[src/rtl/scoreboard_pkg.sv]
// Shared register-file definitions and scoreboard types.
// rvga_defines fixes the architectural register count; rvga_types derives the index type from it.
package rvga_defines;
  localparam int unsigned RVGA_NUM_REGS = 32;
  localparam int unsigned RVGA_REG_W    = $clog2(RVGA_NUM_REGS);
endpackage

package rvga_types;
  import rvga_defines::*;

  typedef logic [RVGA_REG_W-1:0] rvga_reg;

  typedef enum logic {
    LONG_IDLE,
    LONG_BUSY
  } long_state_e;
endpackage

[src/rtl/scoreboard_long_unit_ctrl.sv]
// Occupancy tracker for the single shared long-latency (mul/div) unit.
module long_unit_ctrl
  import rvga_types::*;
(
  input  logic clk,
  input  logic reset,
  input  logic long_fire,
  input  logic long_done,
  output logic long_busy
);

  long_state_e state, state_next;

  always_ff @(posedge clk) begin
    if (reset) state <= LONG_IDLE;
    else       state <= state_next;
  end

  // A completion pulse while idle is ignored; a fire in the done cycle keeps the unit busy.
  always_comb begin
    state_next = state;
    unique case (state)
      LONG_IDLE: if (long_fire) state_next = LONG_BUSY;
      LONG_BUSY: if (long_done && !long_fire) state_next = LONG_IDLE;
      default:   state_next = LONG_IDLE;
    endcase
  end

  assign long_busy = (state == LONG_BUSY);

endmodule

[src/rtl/scoreboard.sv]
// In-order issue scoreboard: RAW/WAW tracking per register, long-unit serialisation,
// and a saturating stall-cycle counter.
module scoreboard
  import rvga_defines::*;
  import rvga_types::*;
#(
  parameter int unsigned STALL_CNT_W = 32
) (
  input  logic                   clk,
  input  logic                   reset,
  input  logic                   issue_v,
  input  rvga_reg                issue_rs1,
  input  rvga_reg                issue_rs2,
  input  logic                   issue_rs1_v,
  input  logic                   issue_rs2_v,
  input  rvga_reg                issue_rd,
  input  logic                   issue_rd_w_v,
  input  logic                   issue_long_v,
  input  logic                   flush,
  input  logic                   release_v,
  input  rvga_reg                release_rd,
  input  logic                   long_done,
  output logic                   stall,
  output logic                   issue_fire,
  output logic                   long_busy,
  output logic [STALL_CNT_W-1:0] stall_count
);

  localparam logic [RVGA_NUM_REGS-1:0] REG_ONE = RVGA_NUM_REGS'(1);
  localparam logic [STALL_CNT_W-1:0]   CNT_ONE = STALL_CNT_W'(1);
  localparam logic [STALL_CNT_W-1:0]   CNT_MAX = '1;

  logic [RVGA_NUM_REGS-1:0] pending, pending_next;
  logic [RVGA_NUM_REGS-1:0] release_mask, ready;
  logic                     rs1_haz, rs2_haz, waw_haz, long_haz;

  // Writeback bypass: a register released this cycle already counts as ready.
  assign release_mask = release_v ? (REG_ONE << release_rd) : '0;
  assign ready        = ~pending | release_mask;

  assign rs1_haz  = issue_rs1_v  && (issue_rs1 != '0) && !ready[issue_rs1];
  assign rs2_haz  = issue_rs2_v  && (issue_rs2 != '0) && !ready[issue_rs2];
  assign waw_haz  = issue_rd_w_v && (issue_rd  != '0) && !ready[issue_rd];
  assign long_haz = issue_long_v && long_busy && !long_done;

  assign stall      = issue_v && (rs1_haz || rs2_haz || waw_haz || long_haz);
  assign issue_fire = issue_v && !stall && !flush;

  // Clear-then-set ordering lets a new write win over a release of the same register.
  always_comb begin
    pending_next = pending & ~release_mask;
    if (issue_fire && issue_rd_w_v && (issue_rd != '0))
      pending_next[issue_rd] = 1'b1;
    pending_next[0] = 1'b0;
  end

  always_ff @(posedge clk) begin
    if (reset) begin
      pending     <= '0;
      stall_count <= '0;
    end else begin
      pending <= pending_next;
      if (issue_v && stall && !flush && (stall_count != CNT_MAX))
        stall_count <= stall_count + CNT_ONE;
    end
  end

  long_unit_ctrl u_long_unit_ctrl (
    .clk       (clk),
    .reset     (reset),
    .long_fire (issue_fire && issue_long_v),
    .long_done (long_done),
    .long_busy (long_busy)
  );

endmodule

[config.mk]
export PLATFORM = sky130hd
export DESIGN_NAME = scoreboard
export DESIGN_NICKNAME = d
export VERILOG_FILES = /design/src/rtl/scoreboard_pkg.sv /design/src/rtl/scoreboard_long_unit_ctrl.sv /design/src/rtl/scoreboard.sv
export SDC_FILE = /design/constraint.sdc
export NUM_CORES = 1
export LEC_CHECK = 0
export ABC_CLOCK_PERIOD_IN_PS = 4370
export CAP_MARGIN = 10
export CELL_PAD_IN_SITES_DETAIL_PLACEMENT = 0
export CELL_PAD_IN_SITES_GLOBAL_PLACEMENT = 1
export CORE_ASPECT_RATIO = 0.8
export CORE_UTILIZATION = 40
export DETAILED_ROUTE_END_ITERATION = 7
export HOLD_SLACK_MARGIN = 0.08
export PLACE_DENSITY = 0.9
export SETUP_SLACK_MARGIN = 0.15
export SLEW_MARGIN = 40
export SYNTH_ARGS = -nofsm -noshare
export SYNTH_HDL_FRONTEND = slang
export SYNTH_SLANG_ARGS = --single-unit
[constraint.sdc]
create_clock -name clk -period 4.37 [get_ports clk]
set_input_delay 0.874 -clock clk [delete_from_list [all_inputs] [get_ports clk]]
set_output_delay 0.874 -clock clk [all_outputs]
set_load 0.03 [all_outputs]
Yosys cells after proc, flatten, opt, wreduce, memory -nomap -nowiden
Index checks and enable logic that the tools add are counted.
{"block": "totals", "in_bits": 30, "word_cells": 62, "reg_bits": 65}
{"block": "op_classes", "magnitude_cmp": 4, "bitwise": 6, "eq_ne": 1, "muxes": 13, "addsub": 1, "n_reduce_logical": 32, "n_shift": 1}
{"op": "2-to-1 mux 32 bit", "count": 2}
{"op": "NOT 32 bit", "count": 2}
{"op": "bitwise OR 32 bit", "count": 2}
{"op": "adder 32 x 1 -> 32 bit (second input constant)", "count": 1}
{"op": "AND 32 bit", "count": 1}
{"op": "!= test 32 bit (second input constant)", "count": 1}
{"op": "<< shifter 1 x 5 -> 32 bit (first input constant)", "count": 1}
{"op": "logical AND 1 bit", "count": 19}
{"op": "less-than comparator 5 x 6 -> 1 bit (second input constant)", "count": 3}
{"op": "binary-select mux 1 bit (select 5 bit)", "count": 3}
{"op": "nonzero test 5 bit", "count": 3}
{"op": "zero test 1 bit", "count": 7}
{"op": "2-to-1 mux 1 bit", "count": 6}
{"op": "demux 1 bit (select 5 bit)", "count": 1}
{"op": "greater-or-equal comparator 5 x 1 -> 1 bit (second input constant)", "count": 1}
{"op": "logical OR 1 bit", "count": 3}
{"op": "one-hot mux 1 bit (2 select lines)", "count": 1}
{"op": "NOT 1 bit", "count": 1}

Logic depth before layout (Yosys ltp)
{"block": "depth", "ltp_word": 19, "depth_mapped": 13, "mapped_depth_nobuf": 9}

Cells and area by module
From an unflattened synthesis, not the netlist that was laid out.
{"block": "unflattened", "hier_cells": 516, "hier_area_um2": 4366.7}
{"mod": "scoreboard", "instances": 1, "cells_per_inst": 512, "seq_area_each_um2": 1261.2, "area_per_inst_um2": 4327.9}
{"mod": "long_unit_ctrl", "instances": 1, "cells_per_inst": 4, "seq_area_each_um2": 20.0, "area_per_inst_um2": 38.8}

Worst setup path after synthesis
OpenSTA, ideal clock, no wires.
{"block": "synth_path", "path_kind": "input-to-output", "from": "in release_rd[0]", "to": "out issue_fire", "slack_ns": 0.066, "n_path_buf": 3, "arrival_ns": 3.430, "required_ns": 3.496, "path_stages": 11, "path_cell_list": "buf_4 -> or4bb_1 -> o21a_1 -> a22o_1 -> a2111oi_0 -> a2111oi_0 -> o311ai_0 -> and3_1 -> buf_6 -> clkbuf_2 -> and2_1"}
{"block": "synth_between", "elab_chain_len": 14}
{"item": "from (decl)", "line": "scoreboard.sv:21", "text": "input rvga_reg release_rd,"}
{"item": "<< shifter 1 x 5 -> 32 bit (*)", "line": "scoreboard.sv:38", "text": "assign release_mask = release_v ? (REG_ONE << release_rd) : '0;"}
{"item": "2-to-1 mux 32 bit (*)", "line": "scoreboard.sv:38"}
{"item": "bitwise OR 32 bit (*)", "line": "scoreboard.sv:39", "text": "assign ready = ~pending | release_mask;"}
{"item": "binary-select mux 1 bit (select 5 bit), on equally long branches", "line": "scoreboard.sv:41, scoreboard.sv:42"}
{"item": "2-to-1 mux 1 bit, on equally long branches", "line": "scoreboard.sv:41, scoreboard.sv:42"}
{"item": "zero test 1 bit, on equally long branches", "line": "scoreboard.sv:41, scoreboard.sv:42"}
{"item": "logical AND 1 bit, on equally long branches", "line": "scoreboard.sv:41, scoreboard.sv:42"}
{"item": "logical OR 1 bit", "line": "scoreboard.sv:46", "text": "assign stall = issue_v && (rs1_haz || rs2_haz || waw_haz || long_haz);"}
{"item": "logical OR 1 bit (*) (2 in a row)", "line": "scoreboard.sv:46"}
{"item": "logical AND 1 bit (*)", "line": "scoreboard.sv:46"}
{"item": "zero test 1 bit (*)", "line": "scoreboard.sv:47", "text": "assign issue_fire = issue_v && !stall && !flush;"}
{"item": "logical AND 1 bit (*) (2 in a row)", "line": "scoreboard.sv:47"}
{"item": "to (decl)", "line": "scoreboard.sv:24", "text": "output logic issue_fire,"}
Mark *: on every way between the ends. The rest lies on a longest branch, timed or not. The select of a mux whose other input is x is not followed.

Final worst setup path
Ends and elaborated chain as after synthesis.

==> flow_summary.ini <==
[timing]
fin_skew_ns = 0.007253
post-route-min-period_ns = 4.240
relSlewSlack_pct = 61.61
drv_slew = 0
rsz0062_at_grt = true
hold_viol_final = 0
timing.final.setup_violations = 0
timing.fmax_mhz = 235.9
setup_tns_ns = 0
worst_slew_pin_slew_ns = 0.5742
finalCritPeriodShare_pct = 97.02

[grt]
antenna_found_initial = 1
grt_max_degree = 53
grt_pass1_vias = 4308
grt.busiest_layer = met1
grt_use_total_pct = 28.33
grt_pass1_wl_um = 23120
grt-ovfl-total = 0
met2_usage_pct = 40.53
grt_util_met3_pct = 8.101
grtUsageMet1_pct = 40.69

[critical_path]
critPathMaxFanout = 8
start_kind = primary input
crit_arrival_ns = 3.37
critical_path_class = in -> out
cp-end-kind = primary output
required_ns = 3.50

[clock_tree]
cts_tree = yes
clkLatencyLatePin_ns = 0.34
cts_sinks = 64
cts_buffers = 9
path_clk_slew_ns = 0.06
root_buffer = clkbuf_16
h-tree-depth = 3
clk_path_buf_depth = 2

[cells_and_area]
fin_util_pct = 62.20
drive_gt1_share_pct = 28.28
fin_nets = 673
fillers = 840
antenna_cells = 0
areaGrowthSynthToFinish_pct = 47.74

[drt]
wl_um = 14790
vias = 4685
wl_per_cell_um = 18.89
drc_errors = 0
ant_nets = 0
drt_iter0_markers = 527
vias_per_cell = 5.983
first_pass_iters = 5

[synth]
ys_seq_elements = 64
syn_nets = 539
synth_xor_area_share_pct = 0.2112
syn-cell-area_um2 = 4146
synthMuxAreaShare_pct = 12.16
syn-mean-instance-area_um2 = 8.162
synth_common_cells = dfxtp_1, nand2_1, nor2_1, o21ai_0, clkbuf_1
synth_cells = 508
synth_area_leader_cell = dfxtp_1
synth_edf_count = 0
synth_top_family_by_area = simple AND/OR/NAND/NOR gates
synth_fa_ha_area_share_pct = 0.3018
ys_types = 60
ys_seq_area_share_pct = 30.90
synthArstFlopShare_pct = 0
yosys_warnings = 0
ys.flop_type = dfxtp_1
yosys.cell_count.top_type = dfxtp_1
synth_top_cell_area_share_pct = 30.90
synth_compound_area_share_pct = 20.61
synth-simple-area-share_pct = 30.08
synth_area_leaders = dfxtp_1, mux2_2, nor2b_1, o21ai_0, o22ai_1

[power_and_ir_drop]
finalPower_uw = 1723
p_leak_uw = 0.002256
power_density_nw_per_um2 = 281.2
peakVddDrop_mv = 0.2237

[die]
dieArea_um2 = 10780
core_area_um2 = 9849
start_util_pct = 42.10
rows = 32
die_x_um = 115.8
die_y_um = 93.07
pin_count = 65

[place]
dp_hpwl_um = 10780
gp_congestion = 0.9665
io_buffers = 64

[job]
cap_violations = 0

[min_path]
hold_path.class = reg -> reg

[outcome]
status = completed
-- repair_timing --
action,CTS,global route
pin swaps,11,16
setup endpoints to repair,65,2
setup buffers,2,5
cloned,0,0
hold buffers,0,0
resized for setup,64,37
-- placed cells by master, fill, tap and decap left out, types with 17 or more instances in the layout --
| master | Yosys | layout |
|---|---|---|
| nand3_1 | 23 | 23 |
| clkdlybuf4s50_1 | 0 | 50 |
| buf_4 | 2 | 92 |
| o22ai_1 | 23 | 23 |
| nand2_1 | 33 | 33 |
| nor2_1 | 31 | 30 |
| nor2b_1 | 24 | 23 |
| a21oi_1 | 18 | 18 |
| dfxtp_1 | 64 | 64 |
| nand4_1 | 17 | 17 |
| nor3_1 | 19 | 19 |
| o21ai_0 | 30 | 23 |
| mux2_2 | 23 | 23 |
-- logic make-up (layout without fill, tap and decap cells) --
kind of cell	after synthesis	after routing
AOI/OAI and AO/OA	131	131
and+or+nand+nor	220	220
muxes	41	41
DFF	64	64
adders and majority gates	1	1
buffers and inverters	50	189
xor gates and xnor gates	1	1
-- per-stage QoR --
step / setup WS, ns / hold slack (ns) / cell area, um^2 / cells
after floorplan: 0.1587 / 0.4975 / 4151 / 508
after global placement: -0.7796 / 0.4727 / 5439 / 760
after detailed placement: -0.8522 / 0.4918 / 5439 / 760
after CTS: 0.1222 / 0.5000 / 5946 / 778
after global routing: 0.05272 / 0.5272 / 6126 / 783
final: 0.1302 / 0.4934 / 6126 / 783
-- final timing paths --
kind / cells past startpoint / startpoint / slack, ns / endpoint
worst max-delay path: 13 / release_rd[0] / 0.13 / issue_fire
worst min register to register: 2 / stall_count[21]$_SDFFE_PP0P_ / 0.49 / stall_count[21]$_SDFFE_PP0P_
worst min-delay path: 2 / stall_count[21]$_SDFFE_PP0P_ / 0.49 / stall_count[21]$_SDFFE_PP0P_
worst max register to register: 9 / stall_count[16]$_SDFFE_PP0P_ / 1.15 / stall_count[25]$_SDFFE_PP0P_
-- cell type report --
type / instances / area (um^2) / share of cell area [%]
tap: 136 / 170.2 / 2.778
clock inverter: 7 / 142.6 / 2.328
inverter: 12 / 45.04 / 0.7353
timing repair buffer: 161 / 1403 / 22.90
sequential: 64 / 1281 / 20.92
clock buffer: 9 / 225.2 / 3.676
multi-input combinational: 394 / 2859 / 46.67
-- state kept, by name, summed over array words and instances, names as in the netlist --
register and flops:
u_long_unit_ctrl.long_busy 1, stall_count 32, pending 31
-- routing by layer --
metal | routed length (um) | share of wire, %
met5 | 0 | 0
met4 | 295 | 2.0
met1 | 6717 | 45
met3 | 1414 | 9.6
met2 | 6361 | 43
-- power breakdown --
group | leakage, uW | internal, uW | total (uW) | switching, uW
registers | 0.000515 | 585 | 587 | 1.30
clock network | 0.000180 | 617 | 901 | 284
logic | 0.00156 | 99.7 | 235 | 136
total | 0.00226 | 1300 | 1720 | 421
-- critical path, cell delays in order --
cell,delay (ns)
buf_8,0.11
or4bb_4,0.59
buf_6,0.15
o21ai_4,0.14
buf_6,0.11
mux4_2,0.30
nor2_4,0.05
o32ai_4,0.22
and3_4,0.24
and3_4,0.22
buf_6,0.11
and2_4,0.13
buf_6,0.12
No activity file was read; power rests on OpenSTA's default activity.
